$ cat config.mk
export PLATFORM = sky130hd
export DESIGN_NAME = ioctl_rom_router
export DESIGN_NICKNAME = d
export VERILOG_FILES = /design/src/rtl/ioctl_rom_router.sv
export SDC_FILE = /design/constraint.sdc
export NUM_CORES = 1
export LEC_CHECK = 0
export ABC_CLOCK_PERIOD_IN_PS = 5390
export BUFFER_PORTS_ARGS = -buffer_cell sky130_fd_sc_hd__buf_2
export CAP_MARGIN = 0
export CORE_ASPECT_RATIO = 1.75
export CORE_MARGIN = 10
export CORE_UTILIZATION = 28
export DETAILED_ROUTE_END_ITERATION = 6
export GPL_TIMING_DRIVEN = 0
export SLEW_MARGIN = 15
export SYNTH_ARGS = -nofsm -noshare
export SYNTH_HDL_FRONTEND = slang
export SYNTH_SLANG_ARGS = --single-unit
$ cat constraint.sdc
create_clock -name clk_sys -period 5.39 [get_ports clk_sys]
set_input_delay 1.078 -clock clk_sys [delete_from_list [all_inputs] [get_ports clk_sys]]
set_output_delay 1.078 -clock clk_sys [all_outputs]
set_load 0.005 [all_outputs]
$ cat src/rtl/ioctl_rom_router.sv
// rtl/ioctl_rom_router.sv - routes the data_io download byte stream into windowed SDRAM write ports
// Strobes are buffered in a small FIFO; each head byte is written to every port whose window holds it.
module ioctl_rom_router #(
    parameter int                   NPORTS     = 2,
    parameter int                   ADDR_W     = 23,
    parameter logic [NPORTS*25-1:0] BASES      = {25'h6000, 25'h0},
    parameter logic [NPORTS*25-1:0] SIZES      = {25'h4000, 25'h6000},
    parameter logic [7:0]           ROM_INDEX  = 8'd0,
    parameter int                   FIFO_DEPTH = 4
) (
    input  logic                     clk_sys,
    input  logic                     reset,
    input  logic                     ioctl_downl,
    input  logic [7:0]               ioctl_index,
    input  logic                     ioctl_wr,
    input  logic [24:0]              ioctl_addr,
    input  logic [7:0]               ioctl_dout,
    output logic [NPORTS-1:0]        port_req,
    input  logic [NPORTS-1:0]        port_ack,
    output logic [NPORTS*ADDR_W-1:0] port_a,
    output logic [NPORTS*2-1:0]      port_ds,
    output logic [15:0]              port_d,
    output logic                     port_we,
    output logic                     rom_loaded,
    output logic                     core_reset,
    input  logic                     ext_reset,
    output logic                     overrun,
    output logic                     unmapped
);
    localparam int PW = $clog2(FIFO_DEPTH);

    typedef enum logic {S_IDLE, S_WAIT} state_t;

    state_t            state;
    logic [32:0]       mem [FIFO_DEPTH];
    logic [PW-1:0]     wr_ptr, rd_ptr;
    logic [PW:0]       count;
    logic              wr_last, downl_last, done_pending;
    logic [NPORTS-1:0] match, lmatch;
    logic [24:0]       head_addr;
    logic [7:0]        head_data;
    logic [ADDR_W-1:0] off_a [NPORTS];
    logic              fifo_empty, fifo_full, event_wr, push, pop;

    assign {head_addr, head_data} = mem[rd_ptr];
    assign fifo_empty = (count == '0);
    assign fifo_full  = (count == (PW+1)'(FIFO_DEPTH));
    assign event_wr   = ioctl_wr & ~wr_last & ioctl_downl & (ioctl_index == ROM_INDEX);
    assign push       = event_wr & ~fifo_full;
    assign pop        = (state == S_IDLE) & ~fifo_empty;
    assign port_we    = ioctl_downl | (state != S_IDLE) | ~fifo_empty;

    // 26-bit compare so a window ending at the top of the 25-bit space does not wrap
    for (genvar k = 0; k < NPORTS; k++) begin : g_win
        logic [25:0] lo, hi, a26;
        assign a26      = {1'b0, head_addr};
        assign lo       = {1'b0, BASES[25*k +: 25]};
        assign hi       = lo + {1'b0, SIZES[25*k +: 25]};
        assign match[k] = (a26 >= lo) && (a26 < hi);
        assign off_a[k] = ADDR_W'((a26 - lo) >> 1);
    end

    always_ff @(posedge clk_sys) begin
        if (push) mem[wr_ptr] <= {ioctl_addr, ioctl_dout};
    end

    always_ff @(posedge clk_sys or posedge reset) begin
        if (reset) begin
            state        <= S_IDLE;
            wr_ptr       <= '0;
            rd_ptr       <= '0;
            count        <= '0;
            wr_last      <= 1'b0;
            downl_last   <= 1'b0;
            done_pending <= 1'b0;
            lmatch       <= '0;
            port_req     <= '0;
            port_a       <= '0;
            port_ds      <= '0;
            port_d       <= '0;
            rom_loaded   <= 1'b0;
            core_reset   <= 1'b1;
            overrun      <= 1'b0;
            unmapped     <= 1'b0;
        end else begin
            wr_last    <= ioctl_wr;
            downl_last <= ioctl_downl;
            core_reset <= ext_reset | ~rom_loaded;
            if (push) wr_ptr <= wr_ptr + 1'b1;
            if (pop)  rd_ptr <= rd_ptr + 1'b1;
            count <= count + (PW+1)'(push) - (PW+1)'(pop);

            if (done_pending && fifo_empty && state == S_IDLE) begin
                rom_loaded   <= 1'b1;
                done_pending <= 1'b0;
            end
            // restart clears status; later sticky sets in this cycle still win
            if (ioctl_downl && !downl_last) begin
                rom_loaded   <= 1'b0;
                done_pending <= 1'b0;
                overrun      <= 1'b0;
                unmapped     <= 1'b0;
            end else if (!ioctl_downl && downl_last) begin
                done_pending <= 1'b1;
            end
            if (event_wr && fifo_full) overrun <= 1'b1;

            case (state)
                S_IDLE: begin
                    if (!fifo_empty) begin
                        if (|match) begin
                            lmatch   <= match;
                            port_req <= port_req ^ match;
                            port_d   <= {head_data, head_data};
                            for (int k = 0; k < NPORTS; k++) begin
                                if (match[k]) begin
                                    port_a[k*ADDR_W +: ADDR_W] <= off_a[k];
                                    port_ds[2*k +: 2]          <= {head_addr[0], ~head_addr[0]};
                                end
                            end
                            state <= S_WAIT;
                        end else begin
                            unmapped <= 1'b1;
                        end
                    end
                end
                S_WAIT: begin
                    if (((port_req ^ port_ack) & lmatch) == '0) state <= S_IDLE;
                end
                default: state <= S_IDLE;
            endcase
        end
    end
endmodule

# Yosys cells after proc, flatten, opt, wreduce, memory -nomap -nowiden
# Memories as Yosys holds them, arrays and structs flattened.
# Cells that the tools add are included.
# totals
regBits	85
latchBits	0
ram_bits	132
rom_bits	0
memories	1
# mem_list
memory	depth	word_bits	read_ports	rd_ports_with_merged_regs	wr	line_no	source
mem	4	33	1	0	1	35	logic [32:0] mem [FIFO_DEPTH];
# classes
add_sub_neg	5
n_mul	0
div	0
magnitude_cmp	4
eq_ne	1
n_shift	0
n_mux	17
bitwise_logic	17
n_reduce_logical	19
# op_table
op	n
greater-or-equal comparator 25 x 1 -> 1 bit (second input constant)	1
greater-or-equal comparator 25 x 15 -> 1 bit (second input constant)	1
less-than comparator 25 x 15 -> 1 bit (second input constant)	1
less-than comparator 25 x 16 -> 1 bit (second input constant)	1
subtractor 24 x 15 -> 24 bit (second input constant)	1
2-to-1 mux 1 bit	16
logical NOT 8 bit	1
AND reduction 4 bit	2
logical AND 1 bit	7
NOT 1 bit	6
AND 1 bit	5
adder 2 x 1 -> 2 bit (second input constant)	2
nonzero test 2 bit	2
bitwise XOR 2 bit	2
adder 3 x 1 -> 3 bit	1
== test 3 bit (second input constant)	1
logical NOT 3 bit	1
OR 1 bit	3
AND reduction 3 bit	1
nonzero test 3 bit	1
subtractor 3 x 1 -> 3 bit	1
AND 2 bit	1
logical NOT 1 bit	2
logical NOT 2 bit	1
2 further kinds	2

# Longest topological paths before layout
# depth
word_depth	7
ltp_mapped	10
depth_no_buf	10

# Worst setup path after synthesis
# Ideal clock, no wire load.
# synth_path
path_kind	input to register
startpoint	input ioctl_index[0]
endpoint	register count[2]
setup_ps	123
arrival_ps	2985
path_slack_ps	2282
path_stages	10
cell_sequence	nor4b_1 -> nand3_1 -> a21oi_1 -> inv_1 -> ha_1 -> inv_1 -> ha_1 -> fa_1 -> xnor2_1 -> xnor2_1
# synth_via
elab_chain_len	5
# synth_lines
element	line_no	source
from (decl)	14	input logic [7:0] ioctl_index,
logical NOT 8 bit	48	assign event_wr = ioctl_wr & ~wr_last & ioctl_downl & (ioctl_index == ROM_INDEX);
AND 1 bit	48	
AND 1 bit	49	assign push = event_wr & ~fifo_full;
adder 3 x 1 -> 3 bit	91	count <= count + (PW+1)'(push) - (PW+1)'(pop);
subtractor 3 x 1 -> 3 bit	91	
to (signal assigned)	91	
to (decl)	37	logic [PW:0] count;
# Every way passes these cells.
# A chain may end at the register's enable or synchronous reset.

# Worst setup path after layout
# Same ends and word-level chain as after synthesis.

==> flow_summary.json <==
{
  "status": "finished, final reports clean",
  "grt_pass1_wl_um": 25900,
  "num_rows": 81,
  "postCtsSetupRepairBufs": 0,
  "ctsHoldBuffers": 0,
  "area_growth_pct": 23.6,
  "die_h_um": 242,
  "syn-mean-instance-area_um2": 19.4,
  "crit_required_ns": 5.80,
  "peakVddDrop_mv": 0.225,
  "yosysTopAreaCellShare": 0.504,
  "synth_area_leaders": "edfxtp_1 50%, dfrtp_1 24%, mux4_2 7.2%, mux2_2 3.4%, mux2_4 1.5%",
  "drc": 0,
  "slew_headroom": 0.509,
  "grt_max_degree": 62,
  "netlist_instances": 405,
  "clock_path_buffers": 3,
  "ys_warn_count": 0,
  "grt_pass1_vias": 4495,
  "synth_fp_nets": 462,
  "start_kind": "input port",
  "routedWlPerCell_um": 17.8,
  "r2r_setup_slack_ns": 2.72,
  "grt_overflow": 0,
  "setup_violations": 0,
  "antenna_found_initial": 6,
  "hold_violations": 0,
  "worstSetupPathType": "in -> reg",
  "ys_types": 44,
  "num-fill-cells": 2648,
  "rsz0062_at_grt": "false",
  "numCtsBuffers": 20,
  "first_pass_iters": 4,
  "start_util": 0.282,
  "cts_tree": "yes",
  "clock_latency_ns": 0.50,
  "final_cell_mix": "132 x edfxtp_1, 123 x buf_2, 76 x dfrtp_1",
  "cts.sinks": 209,
  "synth_seq_cells": 209,
  "skew_ns": 0.0175,
  "finalMaxSlewViolations": 0,
  "fin_nets": 609,
  "period_minus_slack_ns": 3.01,
  "critical_path_arrival_ns": 3.43,
  "dieArea_um2": 35500,
  "coreArea_um2": 27900,
  "endpoint_kind": "register",
  "async_flop_share": 0.368,
  "routed_wl_um": 16800,
  "netlist_area_um2": 7870,
  "num_vias": 3968,
  "postRouteAntennaNets": 0,
  "place_congestion": 0.719,
  "final_common_cell": "edfxtp_1",
  "root_buffer": "clkbuf_16",
  "io_buffers": 120,
  "path_clk_slew_ns": 0.06,
  "grt_util_all_layers": 0.0931,
  "h-tree-depth": 1,
  "period_share": 0.559,
  "synthFlopType": "edfxtp_1",
  "num_io_pins": 121,
  "power.density_nw_per_um2": 401,
  "finalSetupTns_ns": 0,
  "place_hpwl_um": 12100,
  "critPathMaxFanout": 8,
  "die_w_um": 147,
  "cts_resized": 0,
  "drive_gt1_frac": 0.433,
  "cap_violations": 0,
  "placed_cells": 903,
  "vias_per_cell": 4.21,
  "fmax_mhz": 332,
  "seqCellArea_um2": 5890,
  "tightest_slew_ns": 0.736,
  "total_power_mw": 3.90,
  "worstHoldPathType": "reg -> reg",
  "seq_area_frac_synth": 0.749,
  "yosysTopAreaCell": "edfxtp_1",
  "stdcell_count": 942,
  "leakage_nw": 4.08,
  "first_iter_violations": 203,
  "synth_edf_count": 132,
  "multi_input_area_um2": 1760
}
==> final timing paths <==
check,endpoint,cells after the start,startpoint
worst max register to register,count[2]$_DFF_PP0_,10,wr_last$_DFF_PP0_
worst min register to register,core_reset$_DFF_PP1_,1,rom_loaded$_DFFE_PP0P_
worst min-delay path,core_reset$_DFF_PP1_,1,rom_loaded$_DFFE_PP0P_
worst max-delay path,count[2]$_DFF_PP0_,11,ioctl_index[0]
max in group asynchronous,core_reset$_DFF_PP1_,3,reset
min in group asynchronous,port_a[21]$_DFFE_PP0P_,2,reset
==> worst max-delay path, stage by stage <==
cell and delay (ns):
buf_2 0.10, nor4b_1 0.30, nand3_1 0.17, a21oi_1 0.47, inv_1 0.09, ha_1 0.29, inv_1 0.04, ha_1 0.18
fa_1 0.38, xnor2_1 0.17, xnor2_1 0.14
==> area by class of cell <==
class	count	share of cell area
Antenna cell	3	0.000772
Buffer	20	0.0175
Clock buffer	27	0.0574
Clock inverter	9	0.0109
Inverter	14	0.00566
Multi-Input combinational cell	162	0.181
Sequential cell	209	0.606
Tap cell	373	0.0480
Timing Repair Buffer	125	0.0728
==> logic make-up (layout without fill, tap and decap cells) <==
group,Yosys count,after routing,share of synthesized area
muxes,67,67,0.135
xor gates and xnor gates,10,10,0.0111
other,0,3,0
DFF,209,209,0.749
buffers and inverters,34,195,0.0283
AOI/OAI and AO/OA,15,15,0.0130
adders and majority gates,9,9,0.0153
and+or+nand+nor,61,61,0.0483
==> synth_stat cells, types with 2 or more instances <==
cell type and instances:
mux2_2 24, nor4_1 6, nor4b_1 3, buf_2 3, nor2b_1 9, inv_1 14
nand2b_1 2, buf_4 9, a21oi_1 4, ha_1 8, o21ai_0 4, xnor2_1 7
xor2_1 3, edfxtp_1 132, and2_1 8, mux2_1 7, nor2_1 7, mux2i_1 3
mux2_4 8, nand2_1 9, a21bo_2 4, mux4_2 25, nor3_1 2, nand3_1 6
buf_6 4, dfrtp_1 76
==> stage by stage <==
| step | hold WS, ns | area [um^2] | setup WS (ns) | util |
|---|---|---|---|---|
| final | 0.427 | 9720 | 2.38 | 0.349 |
| after global routing | 0.462 | 9720 | 2.12 | 0.349 |
| after CTS | 0.436 | 9710 | 2.34 | 0.349 |
| after detailed placement | 0.425 | 9050 | 1.81 | 0.325 |
| after global placement | 0.417 | 8930 | 1.32 | 0.321 |
| after floorplan | 0.423 | 7870 | 2.28 | - |
==> routing by layer <==
metal,vias up,GRT usage,wire length [um]
li1,1821,-,-
met1,2023,0.0942,5970
met2,94,0.172,9260
met3,26,0.0256,1050
met4,4,0.0428,473
met5,-,0,14
==> flip-flops by register name (all words and copies together) (netlist names) <==
register / flops
wr_last: 1
count: 3
state: 1
port_d: 8
port_ds: 4
core_reset: 1
mem: 132
overrun: 1
lmatch: 2
downl_last: 1
rd_ptr: 2
wr_ptr: 2
unmapped: 1
done_pending: 1
port_a: 46
port_req: 2
rom_loaded: 1
==> power by group <==
| group | leakage (nW) | internal (mW) | total [mW] | switching (mW) |
|---|---|---|---|---|
| Combinational | 1.53 | 0.336 | 0.660 | 0.324 |
| Clock | 0.329 | 0.831 | 1.42 | 0.586 |
| Sequential | 2.22 | 1.77 | 1.82 | 0.0487 |
| Total | 4.08 | 2.94 | 3.90 | 0.958 |
No activity file was read; power rests on OpenSTA's default activity.
